### src/rtl/debounce_pkg.sv
// Shared constants and helpers for the debounce filter slice.
package debounce_pkg;

  localparam int SYNC_STAGES = 2;

  // Counter must hold 0..limit-1; keep at least one bit for limit 1.
  function automatic int cnt_width(input int n);
    return (n > 1) ? $clog2(n) : 1;
  endfunction

endpackage

### src/rtl/debounce_filter_if.sv
// Switch input and filtered outputs of the debounce filter.
interface debounce_filter_if;

  logic i_Bouncy;
  logic o_Debounced;
  logic o_Rise;
  logic o_Fall;

  modport master (
    output i_Bouncy,
    input  o_Debounced,
    input  o_Rise,
    input  o_Fall
  );

  modport slave (
    input  i_Bouncy,
    output o_Debounced,
    output o_Rise,
    output o_Fall
  );

endinterface

### src/rtl/debounce_sync.sv
// Multi-flop synchronizer, async active-low reset, clears to 0.
module debounce_sync
  import debounce_pkg::*;
#(
  parameter int DEPTH = SYNC_STAGES
) (
  input  logic i_Clk,
  input  logic i_Rst_L,
  input  logic d,
  output logic q
);

  logic [DEPTH-1:0] stages;

  always_ff @(posedge i_Clk or negedge i_Rst_L) begin
    if (!i_Rst_L) begin
      stages <= '0;
    end else begin
      stages <= {stages[DEPTH-2:0], d};
    end
  end

  assign q = stages[DEPTH-1];

endmodule

### src/rtl/debounce_filter.sv
// Switch debounce filter with registered edge pulses.
// Define DEBOUNCE_SYNC_EN to add a 2-flop input synchronizer.
module debounce_filter
  import debounce_pkg::*;
#(
  parameter int DEBOUNCE_LIMIT = 20
) (
  input  logic              i_Clk,
  input  logic              i_Rst_L,
  debounce_filter_if.slave  bus
);

  if (DEBOUNCE_LIMIT < 1) begin : g_bad_limit
    $error("DEBOUNCE_LIMIT must be at least 1");
  end

  localparam int CW = cnt_width(DEBOUNCE_LIMIT);
  localparam logic [CW-1:0] CNT_MAX = CW'(DEBOUNCE_LIMIT - 1);

  logic          sample;
  logic [CW-1:0] cnt;
  logic          deb;
  logic          rise;
  logic          fall;

`ifdef DEBOUNCE_SYNC_EN
  debounce_sync #(
    .DEPTH (SYNC_STAGES)
  ) u_sync (
    .i_Clk   (i_Clk),
    .i_Rst_L (i_Rst_L),
    .d       (bus.i_Bouncy),
    .q       (sample)
  );
`else
  assign sample = bus.i_Bouncy;
`endif

  // Count saturates at CNT_MAX: reaching it commits the new level.
  always_ff @(posedge i_Clk or negedge i_Rst_L) begin
    if (!i_Rst_L) begin
      cnt  <= '0;
      deb  <= 1'b0;
      rise <= 1'b0;
      fall <= 1'b0;
    end else begin
      rise <= 1'b0;
      fall <= 1'b0;
      if (sample != deb) begin
        if (cnt == CNT_MAX) begin
          cnt  <= '0;
          deb  <= sample;
          rise <= sample;
          fall <= ~sample;
        end else begin
          cnt <= cnt + CW'(1);
        end
      end else begin
        cnt <= '0;
      end
    end
  end

  assign bus.o_Debounced = deb;
  assign bus.o_Rise      = rise;
  assign bus.o_Fall      = fall;

endmodule

### src/flat_wrapper.sv
// flat-port wrapper written by rule: the top's interface ports become plain ports
module debounce_filter_flat import debounce_pkg::*;
#(
  parameter int DEBOUNCE_LIMIT = 20
)
  (i_Clk, i_Rst_L, bus_i_Bouncy, bus_o_Debounced, bus_o_Rise, bus_o_Fall);
  debounce_filter_if bus_i ();
  input  logic i_Clk;
  input  logic i_Rst_L;
  input wire logic [$bits(bus_i.i_Bouncy)-1:0] bus_i_Bouncy;
  output wire logic [$bits(bus_i.o_Debounced)-1:0] bus_o_Debounced;
  output wire logic [$bits(bus_i.o_Rise)-1:0] bus_o_Rise;
  output wire logic [$bits(bus_i.o_Fall)-1:0] bus_o_Fall;
  assign bus_i.i_Bouncy = bus_i_Bouncy;
  assign bus_o_Debounced = bus_i.o_Debounced;
  assign bus_o_Rise = bus_i.o_Rise;
  assign bus_o_Fall = bus_i.o_Fall;
  debounce_filter #(.DEBOUNCE_LIMIT(DEBOUNCE_LIMIT)) u_core (.i_Clk(i_Clk), .i_Rst_L(i_Rst_L), .bus(bus_i));
endmodule
### config.mk
export PLATFORM = sky130hd
export DESIGN_NAME = debounce_filter_flat
export DESIGN_NICKNAME = d
export VERILOG_FILES = /design/src/rtl/debounce_pkg.sv /design/src/rtl/debounce_filter_if.sv /design/src/rtl/debounce_sync.sv /design/src/rtl/debounce_filter.sv /design/src/flat_wrapper.sv
export SDC_FILE = /design/constraint.sdc
export NUM_CORES = 1
export LEC_CHECK = 0
export CAP_MARGIN = 40
export CORE_AREA = 4 4 41 43
export CTS_CLUSTER_DIAMETER = 150
export DETAILED_ROUTE_END_ITERATION = 8
export DIE_AREA = 0 0 45 47
export HOLD_SLACK_MARGIN = 0.08
export SYNTH_ARGS = -nofsm -noshare
export SYNTH_HDL_FRONTEND = slang
export SYNTH_SLANG_ARGS = --single-unit
### constraint.sdc
create_clock -name i_Clk -period 2.96 [get_ports i_Clk]
set_input_delay 0.74 -clock i_Clk [delete_from_list [all_inputs] [get_ports i_Clk]]
set_output_delay 0.74 -clock i_Clk [all_outputs]
set_load 0.05 [all_outputs]
Word-level counts from Yosys, hierarchy flattened

Cells that the tools add are included.

Flip-flop bits (word level): 8
Logic and storage cells: 15

Add/subtract/negate cells: 1
Eq/ne operators: 2
Mux-type cells: 6
Bitwise gates (word level): 1
Reduce and logical (&&, ||, !) cells: 1

Operator list:

| operator              | count |
|---|---|
| $mux W5               | 2 |
| $add A5 B1 Y5 const B | 1 |
| $eq A5 B5 Y1 const B  | 1 |
| $mux W1               | 4 |
| $reduce_and A2 Y1     | 1 |
| $ne A1 B1 Y1          | 1 |
| $not A1 Y1            | 1 |

Depth between registers and ports, before layout

Gate-level depths: netlist of the first run.

Depth after elaboration: 3
Depth in mapped cells: 4

Least setup slack after synthesis of the first run

Ideal clock, no wire load.

Path type: register to output
Start: register u_core.deb (netlist: u_core.bus.o_Debounced)
End: output bus_o_Debounced
Arrival time: 0.647 ns
Required time: 2.220 ns
Slack: 1.573 ns
Cell stages (with the launch flop): 1
Buffers on the path: 0
Path through: dfrtp_1

RTL lines:

| what                   | RTL line              | text |
|---|---|---|
| start, declared        | debounce_filter.sv:22 | `logic deb;` |
| start signal, assigned | debounce_filter.sv:52 | `deb <= sample;` |
| end, declared          | flat_wrapper.sv:11    | `output wire logic [$bits(bus_i.o_Debounced)-1:0] bus_o_Debounced;` |

No word-level cell between the ends.

Worst setup path in the final report of the first run

Start: register u_core.deb (netlist: u_core.bus.o_Debounced)
End: output bus_o_Debounced

No word-level cell between the ends.

==> reports/results.ini, run 1 <==
[yosys]
yosysTopAreaCell = dfrtp_1
synth_cells = 27
synth_most_common_cell = dfrtp_1
synth_compound_area_share_pct = 5.17
synth-xor-area-share_pct = 7.24
syn_nets = 31
syn_area_per_cell_um2 = 13.4
async_flop_share_pct = 100
yosysTopAreaCellShare_pct = 55.2
synth_mux_area_share_pct = 5.86
yosys.area_share.simple_pct = 23.1
synth_edf_count = 0
ys.flop_type = dfrtp_1
ys_warn_count = 0
yosys-top-cells-area = dfrtp_1, nand4bb_4, xnor2_1
synth_top_family_by_area = simple AND/OR/NAND/NOR gates
ys_types = 15
synth-seq-area-share_pct = 55.2
synthAdderAreaFrac_pct = 3.45
syn_area_um2 = 363
synth-seq-cells = 8

[timing]
rsz0062_at_grt = no
drv_slew = 0
holdWs_ps = 467
fin_tns_setup_ps = 0
slew_headroom_pct = 66.9
min_period_ps = 2230
tightestPinTransition_ps = 495
clock_skew_ps = 1.46
fmax_ghz = 0.449
setup_viol = 0
hold_viol = 0
period_share_pct = 75.2

[finish]
syn2layout_area_growth_pct = 25.2
fin_util_pct = 34.9
drive_gt1_share_pct = 22.9
antenna_cells = 0
nFillCells = 137
final_cells = 50
nets = 41

[cts]
cts_tree = yes
cts_sinks = 8
htree_num_levels = 1
cts_made_buffers = 3
cts_resized = 0
cts.path.max_buffers = 2
cts_hold_buf = 0
clock_latency_ps = 250
clkTransAtPathRegs_ps = 50
cts-root-buf = clkbuf_4
post_cts_buffers = 0

[global_routing]
antenna_found_initial = 0
grt_pass1_wl_um = 1030
grt_start_max_net_pins = 9
grt-ovfl-total = 0
grt_pass1_vias = 214
grtUsageTotal_pct = 7.42

[route]
vias = 214
ant_nets = 0
drt_first_iter_violations = 2
dr.pass1.iters = 4
wl_per_cell_um = 11.3
route.detailed.drc = 0
viasPerCell = 4.28
drt-total-wl_um = 566

[setup_path]
path_delay_family = buffers and inverters
regToRegEndpoint = u_core.bus.o_Debounced
worstSetupEndpointType = output port
cp-start-kind = flip-flop
cp_max_fo = 5
worst_path_max_delay_cell = clkdlybuf4s50_1
r2r.worst_path.cells = 3
critical_path_class = reg -> out
rr_startpoint = u_core.cnt[0]
crit_arrival_ps = 1490
path_cells = clkdlybuf4s50_1
worst-path-stages = 1
rrSetupSlack_ps = 1680
cp_num_buf_inv = 1
slowest_delay_ps = 830
worstPathRequired_ps = 2220

[power_and_ir_drop]
power_density_mw_per_mm2 = 520
p_sw_w = 0.0000578
power_w = 0.000236
total_leakage_power_nw = 0.194
pwr-share-clk_pct = 34.9
internal_power_w = 0.000178
power_frac_seq_pct = 52.6
pwr-share-comb_pct = 12.5
swShare_pct = 24.5
ir_drop_mv = 0.247

[floorplan]
coreArea_mm2 = 0.00130
start_util_pct = 27.9
top_level_ports = 6
dieArea_mm2 = 0.00212
fp-row-count = 13
die_x_um = 45
fp.dieH_um = 47

[place]
place_inst = 47
gp_congestion = 0.726
port_buffers = 5

[min_path]
min_from = u_core.cnt[0]
hold_end = u_core.cnt[0]
hold_path_depth = 1
hold_class = reg -> reg

[run]
cap_viol_max_count = 0

[status]
status = complete, no violations

## power groups by stage
stage	Combinational, W	Clock, W	Sequential [W]
after global routing	0.0000335	0.0000951	0.000125
final	0.0000296	0.0000823	0.000124
after floorplan	0.0000181	0	0.000127
after global placement	0.0000289	0	0.000125
after CTS	0.0000300	0.0000866	0.000124
after detailed placement	0.0000296	0	0.000126
## layout by cell type (no fill, tap or decap), types with 2 or more instances in the layout
cell type,Yosys,routed
dfrtp_1,8,8
nand2_1,2,2
and2_2,2,2
xnor2_1,2,2
nor3b_1,2,2
clkdlybuf4s50_1,0,5
clkbuf_4,0,3
nor2_1,2,2
## state kept, by name, indices dropped and copies added (netlist names)
register,flops
u_core.bus.o_Fall,1
u_core.bus.o_Rise,1
u_core.cnt,5
u_core.bus.o_Debounced,1
## cell families after synthesis
logic type / after synthesis
multiplexers: 2
flip-flops: 8
XOR/XNOR: 3
AO/OA/AOI/OAI: 2
adder cells (fa/ha/maj): 1
AND/OR/NAND/NOR: 11
## how the worst max path moves through the flow
stage	slack, ps	end	from
6_report	730	bus_o_Debounced	u_core.bus.o_Debounced
5_1_grt	670	bus_o_Debounced	u_core.bus.o_Debounced
4_1_cts	730	bus_o_Debounced	u_core.bus.o_Debounced
3_5_place_dp	990	u_core.cnt[4]	bus_i_Bouncy
3_3_place_gp	1000	u_core.cnt[4]	bus_i_Bouncy
2_1_floorplan	1570	bus_o_Debounced	u_core.bus.o_Debounced
## routing by layer
metal	up-vias	part of all wire [%]	GRT usage, %	wire (um)
li1	109	-	-	-
met1	99	48	10.1	271
met2	4	45	8.19	256
met3	2	4.1	3.45	23
met4	0	2.7	7.02	15
met5	-	0	0	0
## cell type report
type | instances | area, um2 | share of cell area, %
sequential | 8 | 200 | 44.1
multi-input combinational | 19 | 163 | 35.8
timing repair buffer | 5 | 50.0 | 11.0
clock buffer | 3 | 22.5 | 4.96
tap | 15 | 18.8 | 4.13
## worst register-to-register path, cell delays in order (launching register included)
cell       delay (ps)
dfrtp_1           400
ha_1              290
nand4bb_4         140
mux2_2            340
## stage by stage
stage / area, um2 / setup slack [ps]
2_1_floorplan: 363 / 1570
3_3_place_gp: 432 / 998
3_5_place_dp: 432 / 988
4_1_cts: 454 / 728
5_1_grt: 454 / 674
6_report: 454 / 734
No activity file was read; power rests on OpenSTA's default activity.
==> run 2: changes to the inputs <==
==> constraint.sdc (replaced) <==
create_clock -name i_Clk -period 2.14 [get_ports i_Clk]
set_input_delay 0.535 -clock i_Clk [delete_from_list [all_inputs] [get_ports i_Clk]]
set_output_delay 0.535 -clock i_Clk [all_outputs]
set_load 0.05 [all_outputs]
==> run 2 against run 1 <==
Against the previous run: largest cell class unchanged; largest power group unchanged; routed wire length increased by 3.2%; final cell count unchanged; highest routed layer is now met3; setup slack got worse by 600 ps; sequential share of layout area unchanged; sequential cell count unchanged; core utilization unchanged; global-route usage decreased by 0.72 points.
==> reports/results.ini, run 2 (synthesis results as in run 1) <==
[setup_path]
worstPathRequired_ps = 1600
rrSetupSlack_ps = 850
worst_path_max_delay_cell = clkdlybuf4s50_1
critical_path_class = reg -> out
crit_arrival_ps = 1480
worstSetupEndpointType = output port
path_cells = clkdlybuf4s50_1
regToRegEndpoint = u_core.bus.o_Debounced
r2r.worst_path.cells = 3
cp_max_fo = 5
path_delay_family = buffers and inverters
slowest_delay_ps = 830
rr_startpoint = u_core.cnt[0]
cp_num_buf_inv = 1
crit_start = u_core.bus.o_Debounced
cp-start-kind = flip-flop

[floorplan]
start_util_pct = 27.9
coreArea_mm2 = 0.00130
top_level_ports = 6
dieArea_mm2 = 0.00212
die_x_um = 45
fp.dieH_um = 47
fp-row-count = 13

[timing]
tightestPinTransition_ps = 493
fin_tns_setup_ps = 0
setup_viol = 0
period_share_pct = 94.0
fmax_ghz = 0.497
rsz0062_at_grt = no
slew_headroom_pct = 67.1
drv_slew = 0
min_period_ps = 2010
hold_viol = 0
clock_skew_ps = 1.07

[route]
route.detailed.drc = 0
dr.pass1.iters = 2
drt_first_iter_violations = 2
ant_nets = 0
viasPerCell = 4.38
wl_per_cell_um = 11.7
vias = 219
drt-total-wl_um = 584

[cts]
cts_made_buffers = 3
clock_latency_ps = 250
clkTransAtPathRegs_ps = 50
htree_num_levels = 1
cts_tree = yes
post_cts_buffers = 0
cts.path.max_buffers = 2
cts-root-buf = clkbuf_4
cts_resized = 0
cts_sinks = 8
cts_hold_buf = 0

[finish]
layout_commonest_cell = dfrtp_1
fin_util_pct = 34.9
nets = 41
syn2layout_area_growth_pct = 25.2
largest_reg_flops = 5
nFillCells = 140
drive_gt1_share_pct = 22.9
regMostFlops = u_core.cnt
layout_common_cells = dfrtp_1, clkdlybuf4s50_1, clkbuf_4
antenna_cells = 0

[power_and_ir_drop]
power_density_mw_per_mm2 = 715
ir_drop_mv = 0.251
pwr-share-comb_pct = 12.7
p_sw_w = 0.0000783
internal_power_w = 0.000246
pwr-share-clk_pct = 34.3
total_leakage_power_nw = 0.194
power_frac_seq_pct = 53.0
swShare_pct = 24.1

[place]
hpwlAfterDp_um = 450
gp_congestion = 0.742
port_buffers = 5

[min_path]
min_from = u_core.cnt[0]
hold_end = u_core.cnt[0]
hold_path_depth = 1
hold_class = reg -> reg

[global_routing]
grt-ovfl-total = 0
grt_pass1_vias = 230
grtUsageTotal_pct = 6.70
grt_start_max_net_pins = 9
grt_pass1_wl_um = 910
antenna_found_initial = 0

[run]
cap_viol_max_count = 0

[status]
status = complete, no violations

==> run 2: cell counts in the layout (fill, tap and decap cells not counted) <==
No cell type changed its count.
==> run 2: metal layers <==
metal / vias up / global-route usage (%) / share of wire [%]
li1: 111 / - / -
met1: 106 / 6.79 / 40
met2: 2 / 9.60 / 58
met3: 0 / 2.30 / 1.9
met4: 0 / 8.77 / 0
met5: - / 0 / 0
==> run 2: how the worst max path moves through the flow <==
stage / endpoint / depth (start not counted)
detailed placement: u_core.cnt[4] / 4
CTS: bus_o_Debounced / 1
global placement: u_core.cnt[4] / 4
global route: bus_o_Debounced / 1
finish: bus_o_Debounced / 1
floorplan: u_core.cnt[4] / 3
==> run 2: final cells by class <==
| cell class | count | area (um2) | share of cell area, % |
|---|---|---|---|
| tap | 15 | 18.8 | 4.13 |
| sequential | 8 | 200 | 44.1 |
| clock buffer | 3 | 22.5 | 4.96 |
| multi-input combinational | 19 | 163 | 35.8 |
| timing repair buffer | 5 | 50.0 | 11.0 |
==> run 2: power groups by stage <==
stage	Sequential, W	Combinational, W	Clock [W]
2_1_floorplan	0.000175	0.0000250	0
3_3_place_gp	0.000173	0.0000403	0
3_5_place_dp	0.000174	0.0000424	0
4_1_cts	0.000172	0.0000425	0.000117
5_1_grt	0.000173	0.0000461	0.000125
6_report	0.000172	0.0000412	0.000111
==> run 2: metrics by stage <==
step / hold WS [ps] / total power (W) / area (um2) / cells / setup WS [ps]
after floorplan: 239 / 0.000200 / 363 / 27 / 812
after global placement: 454 / 0.000213 / 432 / 47 / 369
after detailed placement: 462 / 0.000216 / 432 / 47 / 314
after CTS: 472 / 0.000331 / 454 / 50 / 114
after global routing: 496 / 0.000345 / 454 / 50 / 85.7
final: 485 / 0.000325 / 454 / 50 / 129
